--- src/rtl/data_sync_hs_if.sv ---
// data_sync_hs_if
//   Groups the handshake and data signals of the data_sync_hs bus synchronizer.
//   master : the side that drives the incoming word, enable toggle, out_ready
//            and ovr_clr, and observes the buffered outputs.
//   slave  : the synchronizer itself.
//   Signals:
//     unsync_bus   source-domain word (held stable across the transfer)
//     bus_enable   source-domain toggle, one level change per word
//     out_ready    downstream accepts out_data while out_valid=1
//     ovr_clr      clears the sticky overrun flag
//     out_data     buffered synchronized word
//     out_valid    out_data holds an unconsumed word
//     enable_pulse one-cycle pulse when out_data is loaded
//     drop_pulse   one-cycle pulse when an incoming word is discarded
//     overrun      sticky drop indicator
//     word_cnt     wrapping count of loaded words
interface data_sync_hs_if #(
    parameter int BUS_WIDTH = 8,
    parameter int CNT_WIDTH = 8
);
    logic [BUS_WIDTH-1:0] unsync_bus;
    logic                 bus_enable;
    logic                 out_ready;
    logic                 ovr_clr;
    logic [BUS_WIDTH-1:0] out_data;
    logic                 out_valid;
    logic                 enable_pulse;
    logic                 drop_pulse;
    logic                 overrun;
    logic [CNT_WIDTH-1:0] word_cnt;

    modport master (
        output unsync_bus, bus_enable, out_ready, ovr_clr,
        input  out_data, out_valid, enable_pulse, drop_pulse, overrun, word_cnt
    );

    modport slave (
        input  unsync_bus, bus_enable, out_ready, ovr_clr,
        output out_data, out_valid, enable_pulse, drop_pulse, overrun, word_cnt
    );
endinterface

--- src/rtl/data_sync_hs.sv ---
// data_sync_hs
//   Destination-domain synchronizer for a multi-bit word qualified by a
//   toggling enable. The enable runs through a NUM_STAGES flop chain, is
//   edge-detected, and each detected toggle captures unsync_bus into a
//   one-entry valid/ready buffer. Words arriving while the buffer is full
//   and not being drained are dropped and flagged.
//   Ports:
//     clk  destination clock
//     RST  synchronous active-high reset (from the domain reset synchronizer)
//     bus  data_sync_hs_if.slave -- word, toggle, handshake, status outputs
module data_sync_hs #(
    parameter int NUM_STAGES = 2,
    parameter int BUS_WIDTH  = 8,
    parameter int CNT_WIDTH  = 8
) (
    input  logic          clk,
    input  logic          RST,
    data_sync_hs_if.slave bus
);
    localparam int BLANK_W = $clog2(NUM_STAGES + 2);
    localparam logic [BLANK_W-1:0] BLANK_INIT = BLANK_W'(NUM_STAGES + 1);

    typedef enum logic {EMPTY = 1'b0, FULL = 1'b1} state_t;

    state_t                r_state;
    logic [NUM_STAGES-1:0] r_sync;
    logic                  r_en_prev;
    logic [BLANK_W-1:0]    r_blank;
    logic [BUS_WIDTH-1:0]  r_out_data;
    logic                  r_enable_pulse;
    logic                  r_drop_pulse;
    logic                  r_overrun;
    logic [CNT_WIDTH-1:0]  r_word_cnt;

    logic w_last;
    logic w_tog;
    logic w_pop;
    logic w_load;
    logic w_drop;

    assign w_last = r_sync[NUM_STAGES-1];
    // Blanking masks detection until the chain has flushed whatever level
    // bus_enable held at reset release, so a stuck-high enable is not a word.
    assign w_tog  = (r_blank == '0) && (w_last ^ r_en_prev);
    assign w_pop  = (r_state == FULL) && bus.out_ready;
    // Load when empty, or when the held word is drained in the same cycle.
    assign w_load = w_tog && ((r_state == EMPTY) || w_pop);
    assign w_drop = w_tog && (r_state == FULL) && !bus.out_ready;

    always_ff @(posedge clk) begin
        if (RST) begin
            r_state        <= EMPTY;
            r_sync         <= '0;
            r_en_prev      <= 1'b0;
            r_blank        <= BLANK_INIT;
            r_out_data     <= '0;
            r_enable_pulse <= 1'b0;
            r_drop_pulse   <= 1'b0;
            r_overrun      <= 1'b0;
            r_word_cnt     <= '0;
        end else begin
            r_sync    <= {r_sync[NUM_STAGES-2:0], bus.bus_enable};
            r_en_prev <= w_last;
            if (r_blank != '0) begin
                r_blank <= r_blank - 1'b1;
            end

            r_enable_pulse <= w_load;
            r_drop_pulse   <= w_drop;

            case (r_state)
                EMPTY: begin
                    if (w_load) begin
                        r_state <= FULL;
                    end
                end
                FULL: begin
                    if (w_pop && !w_tog) begin
                        r_state <= EMPTY;
                    end
                end
                default: r_state <= EMPTY;
            endcase

            if (w_load) begin
                r_out_data <= bus.unsync_bus;
                r_word_cnt <= r_word_cnt + CNT_WIDTH'(1);
            end

            // A drop in the same cycle as a clear keeps the flag set.
            if (w_drop) begin
                r_overrun <= 1'b1;
            end else if (bus.ovr_clr) begin
                r_overrun <= 1'b0;
            end
        end
    end

    assign bus.out_data     = r_out_data;
    assign bus.out_valid    = (r_state == FULL);
    assign bus.enable_pulse = r_enable_pulse;
    assign bus.drop_pulse   = r_drop_pulse;
    assign bus.overrun      = r_overrun;
    assign bus.word_cnt     = r_word_cnt;
endmodule

--- src/flat_wrapper.sv ---
// flat-port wrapper written by rule: the top's interface ports become plain ports
module data_sync_hs_flat 
#(
    parameter int NUM_STAGES = 2,
    parameter int BUS_WIDTH  = 8,
    parameter int CNT_WIDTH  = 8
)
  (clk, RST, bus_unsync_bus, bus_bus_enable, bus_out_ready, bus_ovr_clr, bus_out_data, bus_out_valid, bus_enable_pulse, bus_drop_pulse, bus_overrun, bus_word_cnt);
  data_sync_hs_if #(.BUS_WIDTH(BUS_WIDTH), .CNT_WIDTH(CNT_WIDTH)) bus_i ();
  input  logic clk;
  input  logic RST;
  input wire logic [$bits(bus_i.unsync_bus)-1:0] bus_unsync_bus;
  input wire logic [$bits(bus_i.bus_enable)-1:0] bus_bus_enable;
  input wire logic [$bits(bus_i.out_ready)-1:0] bus_out_ready;
  input wire logic [$bits(bus_i.ovr_clr)-1:0] bus_ovr_clr;
  output wire logic [$bits(bus_i.out_data)-1:0] bus_out_data;
  output wire logic [$bits(bus_i.out_valid)-1:0] bus_out_valid;
  output wire logic [$bits(bus_i.enable_pulse)-1:0] bus_enable_pulse;
  output wire logic [$bits(bus_i.drop_pulse)-1:0] bus_drop_pulse;
  output wire logic [$bits(bus_i.overrun)-1:0] bus_overrun;
  output wire logic [$bits(bus_i.word_cnt)-1:0] bus_word_cnt;
  assign bus_i.unsync_bus = bus_unsync_bus;
  assign bus_i.bus_enable = bus_bus_enable;
  assign bus_i.out_ready = bus_out_ready;
  assign bus_i.ovr_clr = bus_ovr_clr;
  assign bus_out_data = bus_i.out_data;
  assign bus_out_valid = bus_i.out_valid;
  assign bus_enable_pulse = bus_i.enable_pulse;
  assign bus_drop_pulse = bus_i.drop_pulse;
  assign bus_overrun = bus_i.overrun;
  assign bus_word_cnt = bus_i.word_cnt;
  data_sync_hs #(.NUM_STAGES(NUM_STAGES), .BUS_WIDTH(BUS_WIDTH), .CNT_WIDTH(CNT_WIDTH)) u_core (.clk(clk), .RST(RST), .bus(bus_i));
endmodule
--- config.mk ---
export PLATFORM = sky130hd
export DESIGN_NAME = data_sync_hs_flat
export DESIGN_NICKNAME = d
export VERILOG_FILES = /design/src/rtl/data_sync_hs_if.sv /design/src/rtl/data_sync_hs.sv /design/src/flat_wrapper.sv
export SDC_FILE = /design/constraint.sdc
export NUM_CORES = 1
export LEC_CHECK = 0
export CORE_ASPECT_RATIO = 1.1
export CORE_MARGIN = 4
export CORE_UTILIZATION = 39
export CTS_CLUSTER_SIZE = 8
export DETAILED_ROUTE_END_ITERATION = 10
export GPL_ROUTABILITY_DRIVEN = 0
export GPL_TIMING_DRIVEN = 0
export PLACE_DENSITY = 0.78
export SLEW_MARGIN = 30
export SYNTH_ARGS = -nofsm -noshare
export SYNTH_HDL_FRONTEND = slang
export SYNTH_SLANG_ARGS = --single-unit
export TNS_END_PERCENT = 1
--- constraint.sdc ---
create_clock -name clk -period 1.7 [get_ports clk]
set_input_delay 0.255 -clock clk [delete_from_list [all_inputs] [get_ports clk]]
set_output_delay 0.255 -clock clk [all_outputs]
set_load 0.03 [all_outputs]
# After elaboration in Yosys (flattened, before gate mapping)
# Cells that the tools add are included.
[totals]
output_inout_bits = 20
ff_bits = 25
inputBits = 13
wordCells = 30
[classes]
n_mux = 5
bitwise = 2
n_reduce_logical = 12
n_addsub = 2
[op_table]
columns = ["cell", "count"]
rows = [
  ["$add A8 B1 Y8 const B", 1],
  ["$logic_and A1 B1 Y1", 6],
  ["$mux W1", 4],
  ["$reduce_bool A2 Y1", 2],
  ["$logic_not A1 Y1", 2],
  ["$logic_not A2 Y1", 1],
  ["$pmux W1 S2", 1],
  ["$sub A2 B1 Y2 const B", 1],
  ["$logic_or A1 B1 Y1", 1],
  ["$not A1 Y1", 1],
  ["$xor A1 B1 Y1", 1],
]

# Depth between registers and ports, before layout
# Gate-level depths: netlist of the first run.
[logic_depth]
depth_word = 6
mapped_depth = 7
depth_no_buf = 5

# Worst setup path after synthesis of the first run
# No wires, ideal clock.
[synth_path]
path_type = "reg-to-reg"
startpoint = "register u_core.r_blank[0]"
endpoint = "register u_core.r_word_cnt[7] (netlist: u_core.bus.word_cnt[7])"
period_less_slack_ps = 1581
t_required_ps = 1630
setup_time_ps = 70
setup_slack_ps = 119
path_stages_with_launch = 7
n_path_buf = 1
t_arrival_ps = 1511
cell_sequence = "dfxtp_1 inv_1 ha_1 clkbuf_1 nand3_2 or4_1 a21oi_1"
[synth_between]
elab_chain_cells = 3
[synth_lines]
columns = ["item", "line", "text"]
rows = [
  ["start, declared", "data_sync_hs.sv:28", "logic [BLANK_W-1:0] r_blank;"],
  ["start signal, assigned", "data_sync_hs.sv:65", "r_blank <= r_blank - 1'b1;"],
  ["$logic_not A2 Y1", "data_sync_hs.sv:44", "assign w_tog = (r_blank == '0) && (w_last ^ r_en_prev);"],
  ["$logic_and A1 B1 Y1", "data_sync_hs.sv:44", ""],
  ["$logic_and A1 B1 Y1", "data_sync_hs.sv:47", "assign w_load = w_tog && ((r_state == EMPTY) || w_pop);"],
  ["end signal, assigned", "data_sync_hs.sv:87", "r_word_cnt <= r_word_cnt + CNT_WIDTH'(1);"],
  ["end, declared", "data_sync_hs.sv:33", "logic [CNT_WIDTH-1:0] r_word_cnt;"],
]
# No other way between the ends.
# A chain may end at the register's enable or synchronous reset.

# Worst setup path after layout of the first run
[layout_path]
startpoint = "register u_core.r_out_data[5] (netlist: u_core.bus.out_data[5])"
endpoint = "output bus_out_data[5]"
[layout_rtl]
columns = ["item", "line", "text"]
rows = [
  ["start, declared", "data_sync_hs.sv:29", "logic [BUS_WIDTH-1:0] r_out_data;"],
  ["start signal, assigned", "data_sync_hs.sv:86", "r_out_data <= bus.unsync_bus;"],
  ["end, declared", "flat_wrapper.sv:16", "output wire logic [$bits(bus_i.out_data)-1:0] bus_out_data;"],
]
# No word-level cell between the ends.

==> results of run 1 <==
==> state kept, by name, indices dropped and copies added (netlist names) <==
signal and cells:
u_core.r_sync 2, u_core.bus.word_cnt 8, u_core.bus.out_valid 1, u_core.r_en_prev 1, u_core.r_blank 2, u_core.bus.overrun 1, u_core.bus.enable_pulse 1, u_core.bus.out_data 8
u_core.bus.drop_pulse 1
==> stage by stage <==
step           total power [mW]  utilization (%)  setup TNS, ns  hold WS, ns
2_1_floorplan             0.686                -              0        0.327
4_1_cts                   0.997             57.8              0        0.466
3_3_place_gp              0.731             57.0         -0.967        0.427
3_5_place_dp              0.739             57.0          -1.22        0.440
5_1_grt                    1.04             58.2              0        0.471
6_report                  0.985             58.2              0        0.464
==> area by class of cell <==
type                            instances  area, µm²
Fill cell                             229        960
Multi-Input combinational cell         62        423
Buffer                                  3       12.5
Timing Repair Buffer                   32        323
Inverter                                4       15.0
Clock buffer                            4       26.3
Tap cell                               30       37.5
Sequential cell                        25        500
==> cells by family (layout without fill, tap and decap cells) <==
group	after synthesis	in the layout	share of synthesized area, %
XOR/XNOR	6	6	6.31
adder cells (fa/ha/maj)	2	2	2.63
buffers and inverters	8	43	3.28
multiplexers	10	10	10.5
flip-flops	25	25	52.6
AND/OR/NAND/NOR	36	36	19.8
AO/OA/AOI/OAI	8	8	4.86
==> what timing repair did <==
| item | in CTS | in global routing |
|---|---|---|
| endpoints found under the setup margin | 6 | 5 |
| resized for setup | 4 | 4 |
| cloned | 0 | 0 |
| hold endpoints to repair | 0 | 0 |
==> path summary, 6_finish.rpt <==
path / start / end / slack [ns] / cells after the start
min reg2reg: u_core.r_sync[0] / u_core.r_sync[1] / 0.46 / 1
min: u_core.r_sync[0] / u_core.r_sync[1] / 0.46 / 1
max: u_core.bus.out_data[5] / bus_out_data[5] / 0.09 / 1
max reg2reg: u_core.r_sync[1] / u_core.bus.word_cnt[5] / 0.15 / 4
==> synth_stat cells <==
cell type,instances
dfxtp_1,25
nor2_1,14
mux2i_1,10
xor2_1,5
a21oi_1,4
inv_1,4
nand4_1,4
nor2b_1,4
clkbuf_1,3
and3_1,2
ha_1,2
nand2_1,2
nand2b_1,2
o31ai_1,2
or4_1,2
buf_2,1
nand3_1,1
nand3_2,1
nor3_1,1
o21ai_0,1
o22ai_1,1
or2_0,1
or2_2,1
or3_1,1
xor2_2,1
==> per-layer routing <==
metal | vias up | track usage, %
li1 | 392 | -
met1 | 357 | 14.2
met2 | 26 | 22.6
met3 | 3 | 4.24
met4 | 0 | 5.21
met5 | - | 0
==> power groups by stage <==
stage	clock network, mW	registers, mW	logic [mW]
3_3_place_gp	0	0.624	0.107
6_report	0.260	0.611	0.114
5_1_grt	0.298	0.613	0.128
2_1_floorplan	0	0.632	0.0548
3_5_place_dp	0	0.625	0.114
4_1_cts	0.272	0.612	0.114
==> reports/qor.csv, run 1 <==
metric;value;unit
outcome;finished clean;
drt total wl;1.90;mm
Yosys top cell area share;52.6;%
clock sinks;25;
WL met3;159;µm
Fin. Hold Viols;0;
Clk Tree Root Cell;clkbuf_4;
Worst Skew;0.00142;ns
crit path cell chain;clkdlybuf4s50_1;
# Max-Cap Violations;0;
metal2 WL;968;µm
Nets;146;
Post-Synthesis Cells;95;
leading post-synthesis cells by cell area;dfxtp_1 (53%), mux2i_1 (11%), nor2_1 (5.5%);
Remaining DRCs;0;
Die Ht;59.8;µm
Worst-Skew Late Latency;0.31;ns
worst setup margin;0.0878;ns
Pins Over Slew Limit;0;
Critical Path End Type;primary output;
Top Layer Used;met4;
VDD IR max;539;µV
met1 WL;742;µm
Worst-path clk slew;0.13;ns
Slowest Stage Delay on Critical Path;0.68;ns
CTS Buffer Depth;2;
Setup Crit Path Kind;flip-flop to primary output;
flops & latches, synth;25;
I/O pin cnt;33;
post-route ant nets;0;
cell family with most CP delay;buffers and inverters;
cell taking the most area after synthesis;dfxtp_1;
first-pass GRT wire length;3.10;mm
total clock buffers created by CTS;3;
die extent in x;55.1;µm
yosys warns;0;
crit path DAT;1.36;ns
Tmin final;1.61;ns
layout cell share with drive strength beyond 1;6.15;%
Net Sw Power;0.229;mW
Logic pwr share;11.6;%
Netlist cell types;25;
effective utilization at floorplan;41.4;%
core box area;2300;µm²
Startpoint Class;flip-flop;
largest net degree at the start of global routing;14;
Worst-Margin Slew;0.466;ns
Max Freq;620;MHz
hpwl dp;1.50;mm
# diodes;0;
Pre-antenna DRT Iters;2;
# hold bufs at CTS;0;
Total Die Area;3300;µm²
Design Area, Final;1340;µm²
post-synth net total;110;
sequential area share after synthesis;52.6;%
dpl cells;157;
final non-filler cell total;160;
pre-CTS worst setup slack;-0.195;ns
H-tree level count;1;
PD cells;737;nW/µm²
slowest CP cell;clkdlybuf4s50_1;
Slew HR;68.9;%
Syn Area/Cell;10.0;µm²
total grt overflow;0;
Int Pwr;0.756;mW
Via density;4.86;
sequential share of power;62.0;%
Crit Path Max Fanout;2;
number of cell rows;18;
routed vias;778;
Mapped Area;952;µm²
Sw Share;23.3;%
area grow syn2layout;40.5;%
RSZ-0062 raised after global routing;no;
WL/cell;11.8;µm
Iter 0 DRT Violations;7;
Buf+Inv Stages, Crit Path;1;
vias in the first global route;769;
Setup Buffers After CTS;0;
worst hold path class;flip-flop to flip-flop;
CTS tree;built;
Worst EP required;1.44;ns
Area after DPL;1310;µm²
final setup violation count;0;
port bufs;32;
final period utilization;94.8;%
antenna violations before repair;0;
Total GRT Usage;13.0;%
clock network fraction of design power;26.4;%
Leakage;0.628;nW
most frequent cells in the layout;clkdlybuf4s50_1 (25), dfxtp_1 (25), nor2_1 (14);
Power figures use the tool's default switching activity.
==> inputs of run 2 (changes only) <==
- CAP_MARGIN: unset -> 20
==> results of run 2 <==
The final DEF is identical to that of run 1; final timing and power are the same.
==> inputs of run 3 (changes only) <==
- CTS_CLUSTER_DIAMETER: unset -> 120
- REMOVE_ABC_BUFFERS: unset -> 1
==> run 3 against run 2 <==
  * Critical path depth stayed put
  * Non-clock buffer count is 1 lower
  * Sequential power hardly changed
  * First-iteration DRC count fell by 29%
  * Core utilization is 0.49 points higher
  * Cell count decreased by 0.63%
  * Critical path type unchanged
  * Critical endpoint is now bus_word_cnt[6]
==> reports/qor.csv, run 3 (synthesis gave the netlist of run 1 again) <==
metric;value;unit;change
outcome;finished clean;;unchanged
Total Die Area;3300;µm²;unchanged
Worst Skew;0.00216;ns;was 0.00142 ns
largest net degree at the start of global routing;26;;was 14
Net Sw Power;0.217;mW;was 0.229 mW
PD cells;721;nW/µm²;was 737 nW/µm²
CTS Buffer Depth;2;;unchanged
# hold bufs at CTS;0;;unchanged
Logic pwr share;12.0;%;was 11.6%
total clock buffers created by CTS;3;;unchanged
post-layout util;58.7;%;was 58.2%
reg-to-reg slack, setup;0.14;ns;was 0.15 ns
final setup violation count;0;;unchanged
Nets;145;;was 146
drt total wl;1.88;mm;was 1.90 mm
sequential share of power;62.8;%;was 62.0%
RSZ-0062 raised after global routing;no;;unchanged
Slowest Stage Delay on Critical Path;0.68;ns;about the same
Via density;4.82;;was 4.86
slowest CP cell;clkdlybuf4s50_1;;unchanged
Clk Tree Root Cell;clkbuf_4;;unchanged
Critical Path End Type;primary output;;unchanged
area grow syn2layout;41.7;%;was 40.5%
WL/cell;11.8;µm;about the same
post-route ant nets;0;;unchanged
die extent in x;55.1;µm;unchanged
vias in the first global route;770;;was 769
Worst-path clk slew;0.12;ns;was 0.13 ns
port bufs;32;;unchanged
Remaining DRCs;0;;unchanged
number of cell rows;18;;unchanged
# Max-Cap Violations;0;;unchanged
Leakage;0.627;nW;was 0.628 nW
most common cell after layout, fill and taps aside;clkdlybuf4s50_1;;
effective utilization at floorplan;41.4;%;unchanged
VDD IR max;503;µV;was 539 µV
Pre-antenna DRT Iters;4;;was 2
core box area;2300;µm²;unchanged
Slew HR;44.4;%;was 68.9%
Crit Path Max Fanout;4;;was 2
Total GRT Usage;13.1;%;was 13.0%
total grt overflow;0;;unchanged
worst hold path class;flip-flop to flip-flop;;unchanged
crit path DAT;1.36;ns;about the same
Worst EP required;1.44;ns;about the same
Die Ht;59.8;µm;unchanged
worst hold slack;0.454;ns;was 0.464 ns
layout cell share with drive strength beyond 1;6.98;%;was 6.15%
Worst-Margin Slew;0.831;ns;was 0.466 ns
clock network fraction of design power;25.2;%;was 26.4%
Setup Crit Path Kind;flip-flop to primary output;;unchanged
# diodes;0;;unchanged
Pins Over Slew Limit;0;;unchanged
Iter 0 DRT Violations;5;;was 7
I/O pin cnt;33;;unchanged
Worst-Skew Late Latency;0.30;ns;was 0.31 ns
most frequent cells in the layout;clkdlybuf4s50_1 (26), dfxtp_1 (25), nor2_1 (14);;was clkdlybuf4s50_1 (25), dfxtp_1 (25), nor2_1 (14)
antenna violations before repair;0;;unchanged
hpwl dp;1.42;mm;was 1.50 mm
Tmin final;1.62;ns;was 1.61 ns
Fin. Hold Viols;0;;unchanged
H-tree level count;1;;unchanged
# fillers;227;;was 229
Buf+Inv Stages, Crit Path;1;;unchanged
first-pass GRT wire length;3.20;mm;was 3.10 mm
final period utilization;95.1;%;was 94.8%
Startpoint Class;flip-flop;;unchanged
routed vias;766;;was 778
Max Freq;619;MHz;was 620 MHz
clock sinks;25;;unchanged
CTS tree;built;;unchanged
cell family with most CP delay;buffers and inverters;;unchanged
Sw Share;22.3;%;was 23.3%
crit path cell chain;clkdlybuf4s50_1;;unchanged
Int Pwr;0.757;mW;was 0.756 mW
run 3: routing by layer:
layer	global-route usage [%]	vias to the layer above	share of wire (%)
li1	-	391	-
met1	14.0	347	38
met2	22.3	28	50
met3	6.73	0	12
met4	3.13	0	0
met5	0	-	0
run 3: final cells by class:
cell class	count	area [µm²]	area share, %
repair buffers	34	339	25.1
flip-flops and latches	25	500	37.1
well taps	30	37.5	2.78
multi-input cells	62	430	31.9
inverters	4	15.0	1.11
clock buffers	4	26.3	1.95
run 3: worst paths after layout:
path                           from                endpoint  cells past startpoint
min reg2reg        u_core.r_sync[0]        u_core.r_sync[1]                      1
min                u_core.r_sync[0]        u_core.r_sync[1]                      1
max reg2reg        u_core.r_sync[1]  u_core.bus.word_cnt[7]                      4
max          u_core.bus.word_cnt[6]         bus_word_cnt[6]                      1
run 3: repair_timing:
item	CTS	global route
setup endpoints to repair	5	3
pin swaps	1	0
gates resized for setup	5	3
setup buffers	2	0
run 3: stage by stage:
stage                     instances  setup TNS (ns)  setup WS [ns]  cell area, µm²  total power, mW
final                           159               0         0.0839            1350            0.973
after global placement          153           -1.95         -0.480            1290            0.728
after global routing            159               0         0.0196            1350             1.02
after CTS                       159               0       0.000274            1340            0.992
after floorplan                  91         -0.0218        -0.0109             936            0.681
after detailed placement        153           -2.47         -0.529            1290            0.737
run 3: power by group through the flow:
stage | logic (mW) | clock network, mW | registers (mW)
6_report | 0.116 | 0.245 | 0.611
5_1_grt | 0.128 | 0.278 | 0.614
4_1_cts | 0.118 | 0.262 | 0.612
3_5_place_dp | 0.112 | 0 | 0.625
3_3_place_gp | 0.104 | 0 | 0.624
2_1_floorplan | 0.0490 | 0 | 0.632
